$ cat config.mk
export PLATFORM = sky130hd
export DESIGN_NAME = vga_timing_gen
export DESIGN_NICKNAME = d
export VERILOG_FILES = /design/src/rtl/vga_timing_gen.sv
export SDC_FILE = /design/constraint.sdc
export NUM_CORES = 1
export LEC_CHECK = 0
export CAP_MARGIN = 30
export CORE_MARGIN = 2
export CORE_UTILIZATION = 30
export DETAILED_ROUTE_END_ITERATION = 12
export SKIP_CTS_REPAIR_TIMING = 1
export SLEW_MARGIN = 20
export SYNTH_ARGS = -nofsm -noshare
export SYNTH_HDL_FRONTEND = slang
export SYNTH_SLANG_ARGS = --single-unit
$ cat constraint.sdc
create_clock -name clk -period 3.25 [get_ports clk]
set_clock_uncertainty 0.1 [all_clocks]
set_input_delay 0.4875 -clock clk [delete_from_list [all_inputs] [get_ports clk]]
set_output_delay 0.4875 -clock clk [all_outputs]
set_load 0.02 [all_outputs]
$ cat src/rtl/vga_timing_gen.sv
// Pixel-timing generator: produces hsync/vsync/activevideo and x/y pixel
// coordinates for a raster display, defaulting to 640x480@60 Hz.
// Ports:
//   clk          system clock, all state on rising edge
//   reset        asynchronous active-high reset
//   ce           pixel enable; counters advance only on edges with ce=1
//   x_px, y_px   horizontal / vertical counters (0..H_TOTAL-1 / 0..V_TOTAL-1)
//   hsync, vsync sync outputs, active level set by HS_POL / VS_POL
//   activevideo  high inside the visible region
//   line_start   one-clk pulse when x_px becomes 0
//   frame_start  one-clk pulse when (x_px,y_px) becomes (0,0)
module vga_timing_gen #(
  parameter int unsigned H_ACTIVE = 640,
  parameter int unsigned H_FP     = 16,
  parameter int unsigned H_SYNC   = 96,
  parameter int unsigned H_BP     = 48,
  parameter int unsigned V_ACTIVE = 480,
  parameter int unsigned V_FP     = 10,
  parameter int unsigned V_SYNC   = 2,
  parameter int unsigned V_BP     = 33,
  parameter bit          HS_POL   = 1'b0,
  parameter bit          VS_POL   = 1'b0
) (
  input  logic       clk,
  input  logic       reset,
  input  logic       ce,
  output logic [9:0] x_px,
  output logic [9:0] y_px,
  output logic       hsync,
  output logic       vsync,
  output logic       activevideo,
  output logic       line_start,
  output logic       frame_start
);

  localparam int unsigned CW       = 10;
  localparam int unsigned H_TOTAL  = H_ACTIVE + H_FP + H_SYNC + H_BP;
  localparam int unsigned V_TOTAL  = V_ACTIVE + V_FP + V_SYNC + V_BP;
  localparam int unsigned HS_START = H_ACTIVE + H_FP;
  localparam int unsigned HS_END   = HS_START + H_SYNC;
  localparam int unsigned VS_START = V_ACTIVE + V_FP;
  localparam int unsigned VS_END   = VS_START + V_SYNC;

  localparam logic [CW-1:0] H_LAST = CW'(H_TOTAL - 1);
  localparam logic [CW-1:0] V_LAST = CW'(V_TOTAL - 1);

  // Counters are 10 bits wide; larger totals cannot be represented.
  if (H_TOTAL > 1024 || V_TOTAL > 1024) begin : g_bad_totals
    $error("vga_timing_gen: H_TOTAL and V_TOTAL must be <= 1024");
  end

  logic [CW-1:0] x_q, x_d;
  logic [CW-1:0] y_q, y_d;
  logic          hs_q, hs_d;
  logic          vs_q, vs_d;
  logic          av_q, av_d;
  logic          ls_q, ls_d;
  logic          fs_q, fs_d;

  // Extended copies so region bounds equal to 1024 still compare correctly.
  logic [CW:0] x_ext;
  logic [CW:0] y_ext;

  // Next-state counters and outputs decoded from them, so the registered
  // syncs always line up with the coordinates shown in the same cycle.
  always_comb begin
    x_d = x_q;
    y_d = y_q;
    if (ce) begin
      if (x_q == H_LAST) begin
        x_d = '0;
        y_d = (y_q == V_LAST) ? '0 : y_q + 10'd1;
      end else begin
        x_d = x_q + 10'd1;
      end
    end

    x_ext = {1'b0, x_d};
    y_ext = {1'b0, y_d};

    hs_d = ((x_ext >= 11'(HS_START)) && (x_ext < 11'(HS_END))) ? HS_POL : ~HS_POL;
    vs_d = ((y_ext >= 11'(VS_START)) && (y_ext < 11'(VS_END))) ? VS_POL : ~VS_POL;
    av_d = (x_ext < 11'(H_ACTIVE)) && (y_ext < 11'(V_ACTIVE));

    // Pulses only fire on an advancing edge; otherwise they clear.
    ls_d = ce && (x_d == '0);
    fs_d = ce && (x_d == '0) && (y_d == '0);
  end

  // Reset parks the counters on the last pixel so the first ce edge shows (0,0).
  always_ff @(posedge clk or posedge reset) begin
    if (reset) begin
      x_q  <= H_LAST;
      y_q  <= V_LAST;
      hs_q <= ~HS_POL;
      vs_q <= ~VS_POL;
      av_q <= 1'b0;
      ls_q <= 1'b0;
      fs_q <= 1'b0;
    end else begin
      x_q  <= x_d;
      y_q  <= y_d;
      hs_q <= hs_d;
      vs_q <= vs_d;
      av_q <= av_d;
      ls_q <= ls_d;
      fs_q <= fs_d;
    end
  end

  assign x_px        = x_q;
  assign y_px        = y_q;
  assign hsync       = hs_q;
  assign vsync       = vs_q;
  assign activevideo = av_q;
  assign line_start  = ls_q;
  assign frame_start = fs_q;

endmodule

==> results.ini, run 1 <==
[timing]
grt_setup_unrepaired=false
totalNegativeSetupSlack_ns=0
final-max-slew-violation-count=0
hold_violations=0
final.period_utilization_pct=82.4
relSlewSlack_pct=69.7
finalCriticalPeriod_ns=2.68
fmax_mhz=373
timing_worst_slew_pin_value_ns=0.454
finalSetupViolations=0

[detailed_routing]
dr.pass1.iters=4
postRouteWirelength_um=3880
final_antenna_net_count=0
remaining_drc_errors=0
via_density_per_instance=4.99
via_count=1372
detail_route.wl_per_cell_um=14.1
first_iter_violations=126

[cells_and_area]
area_delta_synth_final_pct=26.6
final_net_count=212
fillers=526
layout-drive-gt1-share_pct=15.6
most-common-layout-cells=clkdlybuf4s50_1 (27), nand2_1 (17), nor2_1 (17), nand4_1 (13), dfrtp_1 (13)
layout_commonest_cell=clkdlybuf4s50_1
instances_no_fill=275
antenna_cells=0

[place]
hpwl_reported_at_the_end_of_detailed_placement_um=2850
port-buffer-count=27
placedCellCount=271
routabilityCongestion=0.823

[synth]
synth-seq-area-share_pct=41.2
yosysTopAreaCellShare_pct=20.9
yosys_register_bits=25
async_reset_ff_share_pct=100
netlist_top_cells_area=dfrtp_1 (21%), dfstp_2 (20%), nand4_1 (5.2%)
synth.largest_area_cell=dfrtp_1
yosys_warnings=0
postSynth.topFlopCell=dfrtp_1
synth_enable_flop_cells=0
postSynthAreaPerCell_um2=8.78
postSynthNetCount=183
post_synthesis_instance_total=177
syn_area_um2=1550
synth_cell_type_count=43

[worst_setup_path]
critical_path_class=reg2reg
cp_data_required_time_ns=3.35
worst_setup_path_end_kind=flop
start_kind=flop
critical_path_peak_fanout=8
critPathArrivalTime_ns=2.78

[floorplan]
coreArea_um2=5040
die_height_um=76.0
x_dimension_of_the_die_um=76.0
starting_density_of_the_core_pct=30.8
floorplan.rows=26
die_footprint_um2=5770
top_level_ports=28

[cts]
cts_num_sinks=25
clk_buf_depth=2
insertion_delay_ns=0.28
clock-root-buffer=clkbuf_8
cts_tree=built
clock_tree.htree_level_count=1
clkSlewWorstSetupHoldPaths_ns=0.09
cts_made_buffers=3

[power_and_ir_drop]
share_comb_of_total_power_pct=34.9
power.share.clock_pct=18.9
leakagePower_uw=0.000818
share_seq_of_total_power_pct=46.2
peakVddDrop_mv=0.189
overall_power_uw=1020
sw_frac_of_total_pct=37.8
pwr_density_cell_nw_per_um2=519
power_dissipated_by_switching_net_loads_uw=386
p_int_uw=634

[global_route]
grt_pass1_wl_um=6560
gr-usage-all-layers_pct=14.0
gr-total-overflow=0
first_global_vias=1301
grt_antenna_before_repair=0
maximum_number_of_pins_on_one_net_before_global_route_repair=16

[outcome]
outcome=finished clean

[job]
maxCapViolations=0

[worst_hold_path]
min_path_type=in2async

==> cell usage after synthesis, drive strengths merged, types with 2 or more instances <==
cell / number
nand2: 17
a21o: 2
mux2: 2
nor2: 17
xor2: 6
o21ai: 7
or2: 3
a211oi: 3
xnor2: 5
dfrtp: 13
nor4: 7
a21oi: 12
or3: 3
nand3: 5
a31oi: 3
nand4: 13
inv: 11
dfstp: 12
clkbuf: 5
nor3: 9
buf: 4
a41o: 2
ha: 3
==> registers in the layout, summed over array words and instances, names as in the netlist <==
signal       flops
activevideo      1
x_px            10
line_start       1
y_px            10
frame_start      1
hsync            1
vsync            1
==> final timing paths <==
check	startpoint	to	slack, ns	cells after the start
min in group clk	x_px[1]	x_px[1]	0.44	2
setup / recovery	x_px[0]	vsync	0.57	7
hold / removal	reset	y_px[6]	0.41	2
max in group asynchronous	reset	vsync	2.12	3
hold reg to reg	x_px[1]	x_px[1]	0.44	2
setup reg to reg	x_px[0]	vsync	0.57	7
==> through the flow <==
| step | setup slack, ns | utilization, % | hold WS (ns) | cell area (um^2) |
|---|---|---|---|---|
| global placement | 0.468 | 37.8 | 0.416 | 1910 |
| detailed placement | 0.469 | 38.1 | 0.416 | 1920 |
| floorplan | 0.541 | - | 0.406 | 1550 |
| finish | 0.571 | 39.0 | 0.409 | 1970 |
| global route | 0.436 | 39.0 | 0.437 | 1970 |
| CTS | 0.593 | 39.0 | 0.430 | 1970 |
==> worst max-delay path: stages (launching register included) <==
cell and delay (ns):
dfstp_2 0.61, ha_1 0.23, nand3_1 0.17, or3_1 0.52, a21oi_4 0.24, a31oi_1 0.10
mux2_2 0.27, or3b_1 0.37
==> cells by family (layout without fill, tap and decap cells) <==
kind of cell | count (synthesis) | in the layout | synth area share, %
buffers and inverters | 20 | 48 | 5.47
and+or+nand+nor | 82 | 82 | 29.1
muxes | 2 | 2 | 1.45
adders and majority gates | 3 | 3 | 2.42
DFF | 25 | 25 | 41.2
xor gates and xnor gates | 11 | 11 | 6.20
AOI/OAI and AO/OA | 34 | 34 | 14.2
==> power groups by stage <==
stage	Sequential, uW	Combinational, uW	Clock (uW)
final	471	356	193
after detailed placement	475	354	0
after CTS	471	356	200
after global routing	485	389	213
after global placement	477	351	0
after floorplan	480	213	0
==> layer usage <==
layer | share of wire (%) | track usage, %
met1 | 49 | 20.2
met2 | 46 | 21.5
met3 | 3.7 | 1.66
met4 | 1.3 | 5.45
met5 | 0 | 0
==> layout make-up <==
type / count / area [um^2] / area share (%)
Inverter: 11 / 41.3 / 2.10
Clock buffer: 3 / 41.3 / 2.10
Sequential cell: 25 / 641 / 32.6
Multi-Input combinational cell: 132 / 828 / 42.1
Clock inverter: 1 / 5.00 / 0.254
Tap cell: 70 / 87.6 / 4.45
Timing Repair Buffer: 33 / 323 / 16.4
Power figures use the tool's default switching activity.
==> run 2: changes to the inputs <==
clock period = 2.32 ns   (was 3.25 ns; I/O delays follow)
==> run 2 against run 1 <==
Largest cell class unchanged. Global-route usage increased by 2.8 points. Clock power is 37% higher. Die area unchanged. Fmax up 9.1%. The flow now finishes with violations (setup timing).
==> results.ini, run 2 (synthesis gave the netlist of run 1 again) <==
[timing]
hold_slack_ns=0.320  ; -0.0885 ns
hold_violations=0  ; unchanged
final.period_utilization_pct=106  ; +23 points
totalNegativeSetupSlack_ns=-0.135  ; -0.135 ns
finalCriticalPeriod_ns=2.46  ; -0.224 ns
final-max-slew-violation-count=0  ; unchanged
setup_ws_ns=-0.135  ; -0.706 ns
timing_worst_slew_pin_value_ns=0.370  ; -0.0839 ns
relSlewSlack_pct=75.3  ; +5.6 points
fmax_mhz=407  ; +9.1%
grt_setup_unrepaired=true
finalSetupViolations=1  ; +1

[worst_setup_path]
critPathBufInv=0  ; unchanged
path_delay_family=simple AND/OR/NAND/NOR gates
critical_path_peak_fanout=4  ; -4
timing.critical_path.slowest_cell_delay_ns=0.56  ; -0.05 ns
worstReg2RegStart=x_px[0]
cp_data_required_time_ns=2.42  ; -0.93 ns
r2r_setup_slack_ns=-0.14  ; -0.71 ns
setup.worst_path.start=x_px[0]
path_cells=ha_4 -> nand4b_1 -> nor4_2 -> xor2_1 -> nand2_1 -> nor4_2 -> or3b_1
worst_setup_path_end_kind=flop
worstRegToRegCells=7  ; unchanged
timing.rr.end=vsync
critPathArrivalTime_ns=2.55  ; -0.23 ns
path_depth=7  ; unchanged
crit_top_cell=nor4_2
critical_path_class=reg2reg
cp_max_stage_cell=dfstp_2
start_kind=flop

[floorplan]
die_height_um=76.0  ; unchanged
coreArea_um2=5040  ; unchanged
floorplan.rows=26  ; unchanged
starting_density_of_the_core_pct=30.8  ; unchanged
die_footprint_um2=5770  ; unchanged
x_dimension_of_the_die_um=76.0  ; unchanged
top_level_ports=28  ; unchanged

[cts]
cts_tree=built
insertion_delay_ns=0.27  ; about the same
cts_num_sinks=25  ; unchanged
cts_made_buffers=3  ; unchanged
clkSlewWorstSetupHoldPaths_ns=0.09  ; about the same
clock-root-buffer=clkbuf_8
clock_tree.htree_level_count=1  ; unchanged
clk_buf_depth=2  ; unchanged

[cells_and_area]
register_area_um2=641  ; unchanged
layout_commonest_cell=buf_4
fillers=468  ; -11%
instances_no_fill=321  ; +17%
final_util_pct=47.6  ; +8.6 points
layout-drive-gt1-share_pct=36.3  ; +21 points
combined_area_of_the_multi_input_logic_cells_um2=923  ; +11%
final_net_count=258  ; +22%
most-common-layout-cells=buf_4 (52), clkdlybuf4s50_1 (26), nand2_1 (17), nor2_1 (17)
area_delta_synth_final_pct=54.5
antenna_cells=0  ; unchanged

[detailed_routing]
dr.pass1.iters=4  ; unchanged
postRouteWirelength_um=4780  ; +23%
remaining_drc_errors=0  ; unchanged
via_density_per_instance=5.02  ; +0.72%
via_count=1613  ; +18%
first_iter_violations=174  ; +38%
final_antenna_net_count=0  ; unchanged
detail_route.wl_per_cell_um=14.9  ; +5.5%

[place]
routabilityCongestion=0.903  ; +9.8%
hpwl_reported_at_the_end_of_detailed_placement_um=3510  ; +23%
placedCellCount=314  ; +16%
port-buffer-count=27  ; unchanged

[power_and_ir_drop]
overall_power_uw=1640  ; +61%
leakagePower_uw=0.00106  ; +29%
peakVddDrop_mv=0.328  ; +73%
pwr_density_cell_nw_per_um2=684  ; +32%

[global_route]
grt_antenna_before_repair=0  ; unchanged
grt_pass1_wl_um=7800  ; +19%
gr-usage-all-layers_pct=16.8  ; +2.8 points
gr-total-overflow=0  ; unchanged
maximum_number_of_pins_on_one_net_before_global_route_repair=26  ; +10
first_global_vias=1616  ; +24%

[job]
maxCapViolations=0  ; unchanged

[outcome]
failed_checks=setup timing
outcome=complete, but fails checks

[worst_hold_path]
min_path_type=in2async

==> run 2: cell types whose count changed in the layout (fill, tap and decap cells not counted), moves of 2 or more <==
cell    change
nor4_1      -3
buf_4      +47
nor3_2      +2
nor4_2      +3
nor3_1      -2
==> run 2: layer usage <==
layer	vias up	GRT usage [%]	share of wire, %
li1	790	-	-
met1	776	23.3	47
met2	43	27.5	49
met3	4	1.78	3.3
met4	0	5.82	1.1
met5	-	0	0
==> run 2: worst max-delay path by stage <==
stage | slack, ns | to
4_1_cts | -0.22 | vsync
3_3_place_gp | -0.16 | frame_start
5_1_grt | -0.20 | vsync
3_5_place_dp | -0.22 | vsync
6_report | -0.14 | vsync
2_1_floorplan | -0.22 | vsync
==> run 2: tightest hold or removal path, delay by kind of cell <==
kind,cells,cell delay (ns)
buffers and inverters,3,0.75
==> run 2: cell type report <==
type / count / area share, %
Multi-Input combinational cell: 132 / 38.5
Timing Repair Buffer: 79 / 27.6
Sequential cell: 25 / 26.7
Tap cell: 70 / 3.65
Clock buffer: 4 / 1.88
Inverter: 11 / 1.72
==> run 2: per-stage QoR <==
stage	instance area (um^2)	worst slack (ns)
floorplan	1580	-0.221
global placement	2250	-0.165
detailed placement	2250	-0.220
CTS	2290	-0.223
global route	2400	-0.200
finish	2400	-0.135
==> run 2: power by group <==
part / switching (uW) / internal (uW)
Sequential: 64.9 / 526
Combinational: 404 / 384
Clock: 141 / 123
==> run 3: changes to the inputs <==
clock period = 2.3 ns   (was 2.32 ns; I/O delays follow)
==> run 3 against run 2 <==
The flow still finishes with violations (setup timing). Combinational power increased by 12%. Register-to-register slack hardly changed. Worst hold slack got worse by 0.016 ns. Fmax up 0.81%. Non-clock buffer count increased by 10. Sequential share of layout area fell by 2.1 points. Core utilization rose by 4.1 points. Global-route usage shrank 0.72 points. Via count is 6.8% higher. Total power grew 7.0%. Design area increased by 8.6%. Critical path type unchanged. Highest routed layer unchanged.
==> results.ini, run 3 (synthesis gave the netlist of run 1 again) <==
[floorplan]
die_height_um=76.0  ; unchanged
coreArea_um2=5040  ; unchanged
starting_density_of_the_core_pct=30.8  ; unchanged
top_level_ports=28  ; unchanged
die_footprint_um2=5770  ; unchanged
x_dimension_of_the_die_um=76.0  ; unchanged
floorplan.rows=26  ; unchanged

[worst_hold_path]
min_path_type=in2async

[worst_setup_path]
crit_top_cell=nor4_4
start_kind=flop
critical_path_class=reg2reg
critical_path_peak_fanout=4  ; unchanged
r2r_setup_slack_ns=-0.14  ; about the same
cp_max_stage_cell=dfstp_2
path_delay_family=simple AND/OR/NAND/NOR gates
critPathBufInv=1  ; +1
critPathArrivalTime_ns=2.54  ; about the same
timing.critical_path.slowest_cell_delay_ns=0.56  ; about the same
setup.worst_path.start=x_px[1]
path_cells=ha_4 -> nand4b_1 -> buf_6 -> nor4_4 -> xor2_2 -> nand2_2 -> nor4_4 -> or3b_1
worstReg2RegStart=x_px[1]
worst_setup_path_endpoint=vsync
path_depth=8  ; +1
timing.rr.end=vsync
cp_data_required_time_ns=2.40  ; -0.02 ns
worst_setup_path_end_kind=flop
worstRegToRegCells=8  ; +1

[cts]
clkSlewWorstSetupHoldPaths_ns=0.09  ; about the same
clock_tree.htree_level_count=1  ; unchanged
clock-root-buffer=clkbuf_8
insertion_delay_ns=0.28  ; about the same
cts_made_buffers=3  ; unchanged
cts_num_sinks=25  ; unchanged
clk_buf_depth=2  ; unchanged
cts_tree=built

[cells_and_area]
register_area_um2=642  ; +0.20%
fillers=442  ; -5.6%
final_net_count=268  ; +3.9%
area_delta_synth_final_pct=67.8
layout-drive-gt1-share_pct=43.3  ; +7.0 points
most-common-layout-cells=buf_4 (60), clkdlybuf4s50_1 (26), nor2_1 (17), nand2_1 (15), nand4_1 (13)
final_cell_area_um2=2610  ; +8.6%
combined_area_of_the_multi_input_logic_cells_um2=1040  ; +12%
layout_commonest_cell=buf_4
antenna_cells=0  ; unchanged

[job]
maxCapViolations=0  ; unchanged

[place]
port-buffer-count=27  ; unchanged
dpl_cell_area_um2=2300  ; +2.2%
hpwl_reported_at_the_end_of_detailed_placement_um=3520  ; +0.30%
routabilityCongestion=0.895  ; -0.83%

[timing]
fmax_mhz=411  ; +0.81%
finalSetupViolations=1  ; unchanged
setup_ws_ns=-0.136  ; -0.000241 ns
final-max-slew-violation-count=0  ; unchanged
finalCriticalPeriod_ns=2.44  ; -0.0198 ns
hold_violations=0  ; unchanged
relSlewSlack_pct=76.2  ; +0.90 points
timing_worst_slew_pin_value_ns=0.356  ; -0.0142 ns
totalNegativeSetupSlack_ns=-0.136  ; -0.000241 ns
final.period_utilization_pct=106  ; about the same
grt_setup_unrepaired=true

[power_and_ir_drop]
peakVddDrop_mv=0.397  ; +21%
leakagePower_uw=0.00117  ; +11%
pwr_density_cell_nw_per_um2=674  ; -1.5%

[detailed_routing]
postRouteWirelength_um=5060  ; +5.7%
final_antenna_net_count=0  ; unchanged
remaining_drc_errors=0  ; unchanged
first_iter_violations=121  ; -30%
dr.pass1.iters=4  ; unchanged
via_density_per_instance=5.20  ; +3.5%
detail_route.wl_per_cell_um=15.3  ; +2.5%
via_count=1722  ; +6.8%

[global_route]
gr-usage-all-layers_pct=16.1  ; -0.72 points
grt_pass1_wl_um=7500  ; -3.9%
gr-total-overflow=0  ; unchanged
grt_antenna_before_repair=0  ; unchanged
maximum_number_of_pins_on_one_net_before_global_route_repair=26  ; unchanged
first_global_vias=1541  ; -4.6%

[outcome]
failed_checks=setup timing
outcome=complete, but fails checks

run 3: how the worst min path moves through the flow:
stage	endpoint	slack, ns	startpoint
detailed placement	x_px[1]	0.52	x_px[1]
floorplan	activevideo	0.26	reset
CTS	frame_start	0.32	reset
global route	line_start	0.35	reset
finish	y_px[8]	0.30	reset
global placement	x_px[1]	0.51	x_px[1]
run 3: power breakdown:
part	internal [uW]	total [uW]	leakage [uW]	switching, uW
registers	531	595	0.000289	64.6
clock network	122	277	0.0000255	155
logic	432	886	0.000855	454
total	1080	1760	0.00117	674
run 3: layout make-up:
type	instances	share of cell area [%]
clock inverters	1	0.192
clock buffers	3	1.58
repair buffers	89	28.9
flip-flops and latches	25	24.6
well taps	70	3.36
multi-input cells	132	39.7
inverters	11	1.58
run 3: routing by layer:
metal  up-vias  track usage [%]  share of wire [%]
met4         0             5.82                1.7
met3         9             2.01                4.2
met2        47             26.8                 49
met1       861             21.6                 45
met5         -                0                  0
li1        805                -                  -
run 3: per-stage QoR:
stage	power (uW)	worst slack, ns	instances	util, %	hold WS [ns]
2_1_floorplan	1000	-0.241	177	-	0.263
3_3_place_gp	1350	-0.330	319	45.6	0.515
3_5_place_dp	1360	-0.297	319	45.6	0.522
4_1_cts	1640	-0.211	323	46.5	0.320
5_1_grt	1850	-0.233	331	51.7	0.351
6_report	1760	-0.136	331	51.7	0.305
run 3: worst min-delay path, stage by stage:
cell	delay, ns
clkdlybuf4s50_1	0.39
inv_1	0.05
buf_4	0.30
==> variant (flow settings as in run 3) <==
Put one more register stage on the output `x_px`, with the module's reset. The value now appears one clock later. The other outputs are not delayed to match.
--- a/src/rtl/vga_timing_gen.sv
+++ b/src/rtl/vga_timing_gen.sv
@@ -108,7 +108,13 @@
     end
   end
 
-  assign x_px        = x_q;
+  always_ff @(posedge clk or posedge reset) begin
+    if (reset) begin
+      x_px <= '0;
+    end else begin
+      x_px <= x_q;
+    end
+  end
   assign y_px        = y_q;
   assign hsync       = hs_q;
   assign vsync       = vs_q;
Function: changed (Yosys sat finds a counterexample within 4 cycles, from zero or initial values and one cycle with reset high).
==> variant against run 3 <==
- the run still ends with setup timing left
- synthesized cell count rose by 5.6%
- critical path depth did not move
- setup slack improved by 0.12 ns
- register-to-register slack improved by 0.13 ns
- fmax rose by 5.1%
- area after synthesis rose by 16%
- worst hold slack improved by 0.047 ns
- routed wire length fell by 7.2%
- sequential cell count rose by 10
- cell count rose by 0.91%
- cell area rose by 3.1%
- power rose by 31%
- largest power group is now sequential cells
==> variant: results (changes against run 3) <==
- XOR/XNOR share of the synthesized area: 5.34% (was 6.20%)
- GR Layer Usage met2: 22.5% (was 26.8%)
- Status: complete, but fails checks (unchanged)
- Bufs w/o clock: 73 (was 89)
- Worst-Skew Late Latency: 0.30 ns (was 0.28 ns)
- Routability cong.: 0.867 (was 0.895)
- CLK BUF: 5 (was 3)
- Mux cell area share after synthesis: 1.25% (was 1.45%)
- Fillers: 542 (was 442)
- DP HPWL: 3450 um (was 3520 um)
- Core area: 0.00585 mm2 (was 0.00504 mm2)
- Routed vias: 1615 (was 1722)
- Routed WL: 4690 um (was 5060 um)
- Final setup viols: 1 (unchanged)
- Vias in the first global route: 1505 (was 1541)
- Largest net degree at the start of global routing: 36 (was 26)
- GRT Overall Usage: 14.8% (was 16.1%)
- Placed Instances: 326 (was 319)
- Combinational share of power: 34.5% (was 50.4%)
- Peak supply drop: 0.000387 V (was 0.000397 V)
- Metal-1 WL: 2310 um (was 2280 um)
- Failing checks: setup timing (unchanged)
- DR vias/cell: 4.84 (was 5.20)
- Crit path DAT: 2.43 ns (was 2.54 ns)
- Worst hold slack: 0.351 ns (was 0.305 ns)
- Seq pwr share: 36.2% (was 33.9%)
- Max FO, Critical Path: 5 (was 4)
- Worst setup margin: -0.0178 ns (was -0.136 ns)
- Leak: 1.19 nW (was 1.17 nW)
- Multi-input logic area: 911 um2 (was 0.00104 mm2)
- Max stage delay cell, worst path: clkdlybuf4s50_1 (was dfstp_2)
- Grt met3 use: 3.08% (was 2.01%)
- CP peak stage delay: 0.53 ns (was 0.56 ns)
- Syn Nets: 193 (was 183)
- Share of post-route cells with drive strength above 1: 34.4% (was 43.3%)
- Ranking of synthesized cells by area: dfrtp_1 32%, dfstp_2 17%, nand4_1 4.5% (was dfrtp_1 21%, dfstp_2 20%, nand4_1 5.2%)
- First-pass GRT wire length: 7420 um (was 7500 um)
- Synth Area in Compound Gates: 12.2% (was 14.2%)
- ClkCell Share: 5.07% (was 1.78%)
- Setup TNS: -0.0178 ns (was -0.136 ns)
variant: changes by cell type in the layout (fill, tap and decap cells not counted), sizes merged:
cell | before | now
bufinv | 0 | 2
clkinv | 1 | 0
dlymetal6s2s | 1 | 0
clkinvlp | 0 | 1
buf | 62 | 46
clkbuf | 3 | 5
dfrtp | 13 | 23
clkdlybuf4s50 | 26 | 27
variant: final timing paths:
check,cells after the start,from,endpoint
max,8,ce,vsync
min,3,reset,y_px[7]
max reg2reg,7,x_q[1],vsync
min reg2reg,1,x_q[7],x_px[7]
max in group asynchronous,3,reset,x_q[4]
min in group clk,1,x_q[7],x_px[7]
variant: cell families (layout without fill, tap and decap cells):
kind of cell / after synthesis / count (layout)
AOI/OAI and AO/OA: 34 / 34
xor gates and xnor gates: 11 / 11
adders and majority gates: 3 / 3
buffers and inverters: 20 / 92
DFF: 35 / 35
muxes: 2 / 2
and+or+nand+nor: 82 / 82
